### config.mk
export PLATFORM = sky130hd
export DESIGN_NAME = alu_iterative
export DESIGN_NICKNAME = d
export VERILOG_FILES = /design/src/rtl/alu_iterative_pkg.sv /design/src/rtl/alu_single_op.sv /design/src/rtl/alu_iterative.sv
export SDC_FILE = /design/constraint.sdc
export NUM_CORES = 1
export LEC_CHECK = 0
export BUFFER_PORTS_ARGS = -buffer_cell sky130_fd_sc_hd__buf_2
export CORE_MARGIN = 2
export CORE_UTILIZATION = 64
export DETAILED_ROUTE_END_ITERATION = 10
export GPL_ROUTABILITY_DRIVEN = 0
export GPL_TIMING_DRIVEN = 0
export PLACE_DENSITY_LB_ADDON = 0.12
export SLEW_MARGIN = 40
export SYNTH_ARGS = -nofsm -noshare
export SYNTH_HDL_FRONTEND = slang
export SYNTH_HIERARCHICAL = 1
export SYNTH_SLANG_ARGS = --single-unit
### constraint.sdc
create_clock -name clk -period 3.1 [get_ports clk]
set_input_delay 0.155 -clock clk [delete_from_list [all_inputs] [get_ports clk]]
set_output_delay 0.155 -clock clk [all_outputs]
set_load 0.05 [all_outputs]
### src/rtl/alu_iterative_pkg.sv
// Shared definitions for the iterative execute-stage ALU: operation codes,
// FSM state encoding and shift-kind encoding.
package alu_iterative_pkg;

   // Operation codes; must stay in step with alu_controller.
   localparam logic [3:0] ALUADD  = 4'h0;
   localparam logic [3:0] ALUSUB  = 4'h1;
   localparam logic [3:0] ALUXOR  = 4'h2;
   localparam logic [3:0] ALUOR   = 4'h3;
   localparam logic [3:0] ALUAND  = 4'h4;
   localparam logic [3:0] ALUSLL  = 4'h5;
   localparam logic [3:0] ALUSRL  = 4'h6;
   localparam logic [3:0] ALUSRA  = 4'h7;
   localparam logic [3:0] ALUSLT  = 4'h8;
   localparam logic [3:0] ALUSLTU = 4'h9;

   typedef enum logic [1:0] {
      ST_IDLE  = 2'd0,
      ST_SHIFT = 2'd1,
      ST_DONE  = 2'd2
   } state_e;

   typedef enum logic [1:0] {
      SH_LL = 2'd0,
      SH_RL = 2'd1,
      SH_RA = 2'd2
   } shift_e;

   function automatic logic is_shift(input logic [3:0] op);
      return (op == ALUSLL) || (op == ALUSRL) || (op == ALUSRA);
   endfunction

   function automatic shift_e shift_kind(input logic [3:0] op);
      case (op)
         ALUSRL:  return SH_RL;
         ALUSRA:  return SH_RA;
         default: return SH_LL;
      endcase
   endfunction

endpackage

### src/rtl/alu_single_op.sv
// Single-cycle combinational ALU core: ADD/SUB/XOR/OR/AND/SLT/SLTU.
// Any other code (including shift codes) evaluates as ADD.
module alu_single_op
   import alu_iterative_pkg::*;
#(
   parameter int unsigned WIDTH  = 32,
   parameter int unsigned AWIDTH = 4
) (
   input  logic [AWIDTH-1:0] aluop,
   input  logic [WIDTH-1:0]  a,
   input  logic [WIDTH-1:0]  b,
   output logic [WIDTH-1:0]  y
);

   // Operation select; undefined codes fall through to ADD like the controller.
   always_comb begin
      y = a + b;
      case (4'(aluop))
         ALUSUB:  y = a - b;
         ALUXOR:  y = a ^ b;
         ALUOR:   y = a | b;
         ALUAND:  y = a & b;
         ALUSLT: begin
            y    = '0;
            y[0] = ($signed(a) < $signed(b));
         end
         ALUSLTU: begin
            y    = '0;
            y[0] = (a < b);
         end
         default: y = a + b;
      endcase
   end

endmodule

### src/rtl/alu_iterative.sv
// Multi-cycle ALU: single-cycle ops via alu_single_op, shifts one bit per
// cycle. Valid/ready on both sides; DONE can hand off and accept in one cycle.
module alu_iterative
   import alu_iterative_pkg::*;
#(
   parameter int unsigned WIDTH  = 32,
   parameter int unsigned AWIDTH = 4
) (
   input  logic              clk,
   input  logic              rst_n,
   input  logic              in_valid,
   output logic              in_ready,
   input  logic [AWIDTH-1:0] aluop,
   input  logic [WIDTH-1:0]  op_a,
   input  logic [WIDTH-1:0]  op_b,
   output logic              out_valid,
   input  logic              out_ready,
   output logic [WIDTH-1:0]  result,
   output logic              zero
);

   localparam int unsigned CW = $clog2(WIDTH);

   state_e          state, state_nx;
   shift_e          kind_q, kind_nx;
   logic [WIDTH-1:0] res_q, res_nx;
   logic [CW-1:0]    cnt_q, cnt_nx;
   logic [WIDTH-1:0] op_res;
   logic [CW-1:0]    amt;
   logic             accept;

   function automatic logic [WIDTH-1:0] shift1(input shift_e k, input logic [WIDTH-1:0] v);
      case (k)
         SH_LL:   return {v[WIDTH-2:0], 1'b0};
         SH_RL:   return {1'b0, v[WIDTH-1:1]};
         default: return {v[WIDTH-1], v[WIDTH-1:1]};
      endcase
   endfunction

   alu_single_op #(
      .WIDTH  (WIDTH),
      .AWIDTH (AWIDTH)
   ) u_single_op (
      .aluop (aluop),
      .a     (op_a),
      .b     (op_b),
      .y     (op_res)
   );

   // Handshake decode; in_ready depends combinationally on out_ready.
   always_comb begin
      amt       = op_b[CW-1:0];
      in_ready  = (state == ST_IDLE) || ((state == ST_DONE) && out_ready);
      accept    = in_valid && in_ready;
      out_valid = (state == ST_DONE);
      zero      = (res_q == '0);
      result    = res_q;
   end

   // Next-state: advance the shift or release the result, then let a new
   // accept override (this is what makes DONE->new op bubble-free).
   always_comb begin
      state_nx = state;
      res_nx   = res_q;
      cnt_nx   = cnt_q;
      kind_nx  = kind_q;
      case (state)
         ST_SHIFT: begin
            res_nx = shift1(kind_q, res_q);
            cnt_nx = cnt_q - CW'(1);
            if (cnt_q == CW'(1)) state_nx = ST_DONE;
         end
         ST_DONE: begin
            if (out_ready) state_nx = ST_IDLE;
         end
         default: ;
      endcase
      if (accept) begin
         if (is_shift(4'(aluop))) begin
            kind_nx = shift_kind(4'(aluop));
            if (amt == '0) begin
               res_nx   = op_a;
               cnt_nx   = '0;
               state_nx = ST_DONE;
            end else begin
               res_nx   = shift1(kind_nx, op_a);
               cnt_nx   = amt - CW'(1);
               state_nx = (amt == CW'(1)) ? ST_DONE : ST_SHIFT;
            end
         end else begin
            res_nx   = op_res;
            cnt_nx   = '0;
            state_nx = ST_DONE;
         end
      end
   end

   // State, result, counter and latched shift kind.
   always_ff @(posedge clk or negedge rst_n) begin
      if (!rst_n) begin
         state  <= ST_IDLE;
         res_q  <= '0;
         cnt_q  <= '0;
         kind_q <= SH_LL;
      end else begin
         state  <= state_nx;
         res_q  <= res_nx;
         cnt_q  <= cnt_nx;
         kind_q <= kind_nx;
      end
   end

endmodule

# == Word-level counts from Yosys, hierarchy flattened ==
# Index checks and enable logic that the tools add are counted.
# totals
regBits,41
latchBits,0
ram_bits,0
romBits,0
input_bits,72
out_inout_bits,35
elab_cells,68
memories,0
# classes
add_sub_neg,4
n_mul,0
div_mod_pow,0
n_lt_le_gt_ge,2
eq_ne,17
n_shift,0
muxes,21
bitwise_logic,3
n_reduce_logical,16
# op_table
op,count
$pmux 32 s6,1
$mux 32,4
$pmux 32 s2,2
$lt 32x32->1,2
$add 32x32->32,1
$and 32x32->32,1
$logic_not 32->1,1
$or 32x32->32,1
$sub 32x32->32,1
$xor 32x32->32,1
$mux 5,4
$eq 4x3->1 const B,4
$mux 2,8
$eq 5x1->1 const B,2
$sub 5x1->5 const B,2
$eq 4x2->1 const B,2
$eq 4x4->1 const B,2
$pmux 2 s2,2
$eq 2x1->1 const B,3
$logic_not 2->1,3
$reduce_bool 3->1,2
$logic_not 5->1,1
$eq 4x1->1 const B,1
$reduce_and 2->1,2
7 further kinds,10

# == Logic depth before layout (Yosys ltp) ==
# Gate-level depths: netlist of run 1.
# depth
depth_word,10
ltp_mapped,14
mapped_depth_nobuf,14

# == Modules after synthesis ==
# The synthesis of run 1 kept the hierarchy.
# by_module_without_submodules
mod,n_inst,cells_each,area_per_inst_um2,seq_area_each_um2
alu_single_op,1,784,5088.6,0.0
alu_iterative,1,381,3347.0,1026.0

# == Worst setup path before layout of run 1 ==
# Ideal clock, no wire load.
# synth_path
path_type,input port to flip-flop
startpoint,input op_a[24]
endpoint,"register res_q[31], in the netlist result[31]"
setup_ns,0.134
t_arrival_ns,2.854
required_time_ns,2.966
slack_ns,0.112
path_stages,12
n_path_buf,0
path_cell_list,inv_1 > ha_1 > or4_4 > or4_4 > or4_1 > a21oi_1 > nor3_1 > a211oi_2 > nor3_1 > a211o_1 > o21ai_0 > o22ai_1
# synth_via
elab_chain_len,4
elab_cells_between_ends,5
cone_classes,add/sub: 2; mux: 3
# synth_rtl
item,line_no,text
from (decl),alu_iterative.sv:14,"input logic [WIDTH-1:0] op_a,"
$add 32x32->32 / $sub 32x32->32 (equally long branches),"alu_single_op.sv:31, alu_single_op.sv:19",
$pmux 32 s6 *,alu_single_op.sv:18,case (4'(aluop))
named net op_res[31],alu_iterative.sv:28,logic [WIDTH-1:0] op_res;
$mux 32 *,alu_iterative.sv:79,if (is_shift(4'(aluop))) begin
$mux 32 *,alu_iterative.sv:78,if (accept) begin
to (signal assigned),alu_iterative.sv:107,res_q <= res_nx;
to (decl),alu_iterative.sv:26,"logic [WIDTH-1:0] res_q, res_nx;"
# The timed path passes the listed nets; every way through them passes the cells marked *.
# A chain may end at the register's enable or synchronous reset.

# == Final worst setup path of run 1 ==
# layout_path
startpoint,input op_a[7]
endpoint,"register res_q[30], in the netlist result[30]"
# Same word-level chain as after synthesis.

==> flow_metrics.py, run 1 <==
metrics = {
    "run_status": {
        "status": "finished, violations left",
        "violations": "setup timing",
    },
    "clock_tree": {
        "h-tree-depth": 2,
        "clockRootBuffer": "clkbuf_16",
        "cts_buffers": 5,
        "clk_pin_slew_worst_paths_ns": 0.06,
        "cts.sinks": 41,
        "cts_tree": "built",
        "clock_latency_ns": 0.29,
        "clock_path_buffers": 2,
    },
    "pwr": {
        "vdd_drop_max_mv": 0.228,
        "cellLeakagePower_nw": 4.83,
        "power_density_mw_per_mm2": 269,
        "p_total_mw": 2.64,
    },
    "route": {
        "wirelength_mm": 30.5,
        "ant_nets": 0,
        "route.detailed.drc": 0,
        "wire_per_inst_um": 20.9,
        "via_per_inst": 7.08,
        "num_vias": 10300,
        "dr.pass1.iters": 6,
        "drtIter0Drc": 1477,
    },
    "die": {
        "pin_count": 107,
        "start_util_pct": 66.3,
        "design.core.area_sq_mm": 0.0127,
        "die_h_um": 119,
        "fp.dieW_um": 119,
        "die-area_sq_mm": 0.0141,
        "num_rows": 41,
    },
    "sta": {
        "tightest_slew_ns": 0.815,
        "hold_viol": 0,
        "relSlewSlack_pct": 45.4,
        "slew_violations": 0,
        "holdWs_ns": 0.103,
        "finClkSkew_ns": 0.00605,
        "period_needed_ns": 3.11,
        "fin_ws_ns": -0.00688,
        "max_freq_mhz": 322,
        "period_share_pct": 100,
        "setup_viol": 2,
    },
    "final_layout": {
        "antenna_cells": 0,
        "finalNonFillerCells": 1458,
        "fillers": 1055,
        "layout_common_cells": "116 x nor2_1, 100 x buf_2, 95 x nand2_1",
        "final_core_util_pct": 76.9,
        "final_common_cell": "nor2_1",
        "num-nets-final": 1460,
        "drive_gt1_share_pct": 18.9,
        "areaGrowthSynthToFinish_pct": 16.0,
    },
    "yosys": {
        "synth_mux_area_share_pct": 8.41,
        "postSynthAreaPerCell_sq_um": 7.24,
        "synth_top_area_share_pct": 15.0,
        "synth_adder_area_share_pct": 15.5,
        "async_reset_ff_share_pct": 100,
        "synth_area_leaders": "ha_1 15%, dfrtp_1 12%, nor2_1 5.3%, a21oi_1 5.1%, mux2i_1 4.3%",
        "synth-simple-area-share_pct": 19.1,
        "synth_compound_area_share_pct": 35.6,
        "synth.cell_area_sq_mm": 0.00844,
        "synth.ff_latch_count": 41,
        "synth_top_family_by_area": "compound AO/OA/AOI/OAI gates",
        "synthFlopType": "dfrtp_1",
        "synth.distinct_cells": 83,
        "synth-edff-count": 0,
        "yosysWarningCount": 6,
        "seq_area_frac_synth_pct": 12.2,
        "yosys.area.top_type": "ha_1",
        "synthCells": 1165,
        "synth_nets": 1340,
        "synthXorXnorAreaFrac_pct": 0.623,
    },
    "min_path": {
        "hold_class": "in -> reg",
        "worstHoldStart": "out_ready",
    },
    "placed_design": {
        "io_buffer_count": 105,
        "post-dp-hpwl_mm": 22.8,
        "dp_cells": 1442,
    },
    "setup_path": {
        "cp-startpoint": "op_a[7]",
        "start_kind": "input port",
        "criticalPathCategory": "in -> reg",
        "reg2reg_from": "state[0]",
        "end_kind": "register",
        "worstPathRequired_ns": 3.30,
        "crit_fanout": 10,
        "arrival_ns": 3.30,
    },
    "global_routing": {
        "track_usage_pct": 41.0,
        "antenna_found_initial": 0,
        "grt_pass1_wl_mm": 47.0,
        "overflow": 0,
        "grt_pass1_vias": 9295,
        "grt_max_degree": 42,
    },
    "run": {
        "drv_cap": 0,
    },
}
cells by family after synthesis:
family,count (synthesis)
adder cells (fa/ha/maj),103
flip-flops,41
XOR/XNOR,6
buffers and inverters,177
AO/OA/AOI/OAI,432
multiplexers,67
AND/OR/NAND/NOR,339
timing repair:
item                       4_1_cts  5_1_grt
cloned                           0        1
hold buffers                     1        0
pin swaps                        5       20
resized for setup               16       76
setup endpoints to repair       22       25
setup buffers                    4        5
hold endpoints to repair        41        0
worst max-delay path, cell delays in order:
cell and delay (ns):
clkbuf_4 0.17, inv_1 0.06, ha_1 0.29, clkbuf_4 0.19, nor2b_1 0.08, or4_1 0.44
or2_4 0.27, a211oi_4 0.31, o211ai_1 0.16, a31oi_2 0.40, o21ai_2 0.13, o211ai_1 0.18
a221o_1 0.19, nand2_1 0.07, a31oi_1 0.22
power by group:
part           total [mW]  internal (mW)  switching (mW)  leakage (nW)
clock network       0.671          0.460           0.212        0.0938
logic                1.42          0.523           0.896          4.19
registers           0.545          0.540         0.00515         0.554
area by class of cell:
type	count	area (sq um)	area share, %
Multi-Input combinational cell	947	6960	71.1
Sequential cell	41	1030	10.5
Timing Repair Buffer	116	652	6.66
Inverter	100	375	3.84
Buffer	74	370	3.78
Tap cell	172	215	2.20
Clock buffer	5	125	1.28
Clock inverter	3	65.1	0.665
state kept, by name (all words and copies together), names as in the netlist:
register	flops
cnt_q	5
kind_q	2
result	32
state	2
final timing paths:
kind	to	slack, ns	cells past startpoint
setup / recovery	result[30]	-0.007	15
hold / removal	state[1]	0.10	2
setup reg to reg	result[30]	0.95	6
hold reg to reg	kind_q[0]	0.52	2
max in group asynchronous	result[5]	2.35	2
min in group asynchronous	result[21]	0.38	2
synth_stat cells, types with 21 or more instances:
| cell type | instances |
|---|---|
| o21ai_1 | 22 |
| mux2_2 | 30 |
| nor2_1 | 118 |
| mux2i_1 | 36 |
| o211ai_1 | 21 |
| a211o_1 | 33 |
| a21o_1 | 26 |
| nand2_1 | 95 |
| nor3_1 | 24 |
| clkbuf_1 | 58 |
| o21ai_0 | 42 |
| a21oi_1 | 86 |
| inv_1 | 96 |
| o22ai_1 | 34 |
| ha_1 | 101 |
| dfrtp_1 | 41 |
| a31oi_1 | 41 |
layer usage:
metal | track usage [%] | vias up | part of all wire (%)
met2 | 62.6 | 857 | 42
met4 | 20.5 | 0 | 5.9
met3 | 8.98 | 193 | 14
li1 | - | 4568 | -
met1 | 54.5 | 4698 | 38
met5 | 0 | - | 0
per-stage QoR:
| stage | cell area [sq um] | setup slack (ns) | TNS [ns] |
|---|---|---|---|
| after floorplan | 8440 | 0.112 | 0 |
| after global placement | 9180 | -0.588 | -9.65 |
| after detailed placement | 9180 | -0.629 | -10.34 |
| after CTS | 9490 | 0.00889 | 0 |
| after global routing | 9790 | -0.116 | -0.249 |
| final | 9790 | -0.00688 | -0.00854 |
Note: power is estimated with default switching activity, not from simulation.
==> run 2, diff against run 1 <==
- ABC_AREA: default -> 1
- CORE_ASPECT_RATIO: default -> 1.2
==> run 2 against run 1 <==
Net effect:
- the run ends with DRC left
- die area grew 22%
- non-clock buffer count is the same
- synthesized area grew 23%
- sequential share of layout area shrank 1.5 points
- via count grew 29%
- flip-flop and latch count is the same
- clock power shrank 13%
- critical path depth grew 4
- cell count grew 59%
- synthesized cell count grew 71%
- critical path type unchanged
- critical endpoint is now result[29]
- highest routed layer unchanged
==> flow_metrics.py, run 2 <==
metrics = {
    "sta": {
        "slew_violations": 0,
        "max_freq_mhz": 395,
        "hold_viol": 0,
        "tightest_slew_ns": 0.865,
        "setup_viol": 0,
        "fin_ws_ns": 0.569,
        "period_share_pct": 81.6,
        "relSlewSlack_pct": 42.3,
        "period_needed_ns": 2.53,
        "rsz0062_at_grt": "no",
        "tns_ns": 0,
        "finClkSkew_ns": 0.00172,
    },
    "die": {
        "die-area_sq_mm": 0.0173,
        "die_h_um": 144,
        "start_util_pct": 64.6,
        "num_rows": 51,
        "design.core.area_sq_mm": 0.0161,
        "pin_count": 107,
        "fp.dieW_um": 120,
    },
    "clock_tree": {
        "h-tree-depth": 2,
        "cts_hold_buf": 1,
        "clock_path_buffers": 2,
        "cts_tree": "built",
        "clock_latency_ns": 0.29,
        "postCtsResizedCells": 0,
        "clk_pin_slew_worst_paths_ns": 0.06,
        "post_cts_buffers": 0,
        "cts.sinks": 41,
        "clockRootBuffer": "clkbuf_16",
        "cts_buffers": 5,
    },
    "route": {
        "dr.pass1.iters": 11,
        "wirelength_mm": 36.9,
        "via_per_inst": 5.75,
        "drtIter0Drc": 1750,
        "wire_per_inst_um": 15.9,
        "num_vias": 13300,
        "ant_nets": 0,
        "route.detailed.drc": 1,
    },
    "pwr": {
        "p_comb_share_pct": 69.6,
        "switching_share_pct": 59.9,
        "p_sw_mw": 3.42,
        "p_clk_share_pct": 10.3,
        "p_int_mw": 2.29,
        "vdd_drop_max_mv": 0.309,
        "power_density_mw_per_mm2": 502,
        "cellLeakagePower_nw": 7.12,
        "seqPwrFrac_pct": 20.1,
    },
    "final_layout": {
        "final_core_util_pct": 70.7,
        "layout_common_cells": "721 x nand2_1, 372 x inv_1, 201 x nand3_1",
        "num-nets-final": 2280,
        "fillers": 1600,
        "areaGrowthSynthToFinish_pct": 9.32,
        "antenna_cells": 0,
        "drive_gt1_share_pct": 9.88,
        "largest_register_ffs": 32,
        "design_area_sq_mm": 0.0114,
        "final_common_cell": "nand2_1",
    },
    "global_routing": {
        "grt_pass1_vias": 12100,
        "overflow": 0,
        "antenna_found_initial": 0,
        "grt_max_degree": 42,
        "track_usage_pct": 41.6,
        "grt_pass1_wl_mm": 57.3,
    },
    "yosys": {
        "yosys.area.top_type": "nand2_1",
        "seq_area_frac_synth_pct": 9.87,
        "synth_compound_area_share_pct": 11.7,
        "synth-edff-count": 0,
        "synth_nets": 2166,
        "synth-simple-area-share_pct": 46.8,
        "synth_top_family_by_area": "simple AND/OR/NAND/NOR gates",
        "synth.ff_latch_count": 41,
        "synthFlopType": "dfrtp_1",
        "synth_adder_area_share_pct": 12.5,
        "synth_mux_area_share_pct": 0,
        "synth_area_leaders": "nand2_1 26%, inv_1 13%, ha_1 12%, dfrtp_1 9.9%, nand3_1 9.7%",
        "synthXorXnorAreaFrac_pct": 1.18,
        "synthCells": 1991,
        "yosysWarningCount": 6,
        "synth_top_area_share_pct": 26.0,
        "synth.cell_area_sq_mm": 0.0104,
        "postSynthAreaPerCell_sq_um": 5.22,
        "synth.distinct_cells": 41,
        "async_reset_ff_share_pct": 100,
        "synth_most_common_cell": "nand2_1",
        "ys_top_cells_by_count": "721 x nand2_1, 372 x inv_1, 201 x nand3_1",
    },
    "min_path": {
        "hold_class": "in -> reg",
    },
    "run": {
        "drv_cap": 0,
    },
    "setup_path": {
        "crit_fanout": 7,
        "arrival_ns": 2.72,
        "start_kind": "input port",
        "end_kind": "register",
        "criticalPathCategory": "in -> reg",
        "worstPathRequired_ns": 3.29,
    },
    "placed_design": {
        "dp_slack_ns": 0.424,
        "post-dp-hpwl_mm": 29.9,
        "placedInstanceArea_sq_mm": 0.0112,
        "io_buffer_count": 106,
    },
    "run_status": {
        "status": "finished, violations left",
        "violations": "DRC",
    },
}
==> run 2: cell types whose count changed in the layout (fill, tap and decap cells not counted), sizes merged, moves of 26 or more <==
cell,change
inv,+280
nand3,+191
a31oi,-41
nand2,+627
mux2i,-36
clkbuf,-55
o22ai,-26
mux2,-31
a211o,-32
buf,+55
nor2,+70
==> run 2: per-layer routing <==
metal / routed length (um) / up-vias / GRT usage (%)
li1: - / 6388 / -
met1: 13600 / 5821 / 48.3
met2: 16700 / 884 / 70.5
met3: 3980 / 219 / 6.75
met4: 2580 / 0 / 28.1
met5: 0 / - / 0
==> run 2: final timing paths <==
check / to / from / cells past startpoint / slack (ns)
setup / recovery: result[29] / op_a[12] / 19 / 0.57
hold / removal: kind_q[0] / aluop[0] / 2 / 0.24
setup reg to reg: result[0] / state[0] / 9 / 1.44
hold reg to reg: state[1] / state[1] / 2 / 0.50
max in group asynchronous: result[25] / rst_n / 2 / 2.34
min in group asynchronous: state[1] / rst_n / 2 / 0.38
==> run 2: cells by family after synthesis <==
family	after synthesis
AOI/OAI and AO/OA	200
xor gates and xnor gates	14
DFF	41
adders and majority gates	103
and+or+nand+nor	1170
buffers and inverters	463
==> run 2: power by group through the flow <==
stage          Clock (mW)  Sequential (mW)  Combinational (mW)
6_report            0.586             1.15                3.97
5_1_grt             0.607             1.17                4.35
4_1_cts             0.586             1.12                3.88
3_5_place_dp            0             1.13                3.86
3_3_place_gp            0             1.12                3.77
2_1_floorplan           0             1.82                2.13
==> run 2: layout make-up <==
type / count / area, sq um / share of cell area [%]
buffer: 83 / 434 / 3.82
timing repair buffer: 107 / 543 / 4.78
multi-input combinational: 1487 / 7500 / 66.1
tap: 212 / 265 / 2.33
clock inverter: 2 / 35.0 / 0.308
sequential: 41 / 1030 / 9.03
inverter: 380 / 1430 / 12.6
clock buffer: 5 / 125 / 1.10
==> run 2: metrics by stage <==
stage	power [mW]	hold slack (ns)	instances
after floorplan	3.94	-0.141	1991
after detailed placement	4.99	0.165	2309
after CTS	5.59	0.224	2317
after global placement	4.89	0.327	2309
final	5.71	0.241	2317
after global routing	6.13	0.264	2317
==> run 2: critical path, cell delays in order <==
cell and delay, ns:
buf_2 0.18, inv_1 0.06, ha_1 0.46, nand2_1 0.17, nor2_1 0.30, and2_1 0.18
nand2_1 0.05, nand2_1 0.23, nand2_1 0.18, nand3_1 0.12, nand2_1 0.05, nand2_1 0.06
nand3_1 0.12, nand2_1 0.10, nand2_1 0.05, inv_1 0.05, nand2_1 0.06, nand2_1 0.08
nand2_1 0.05
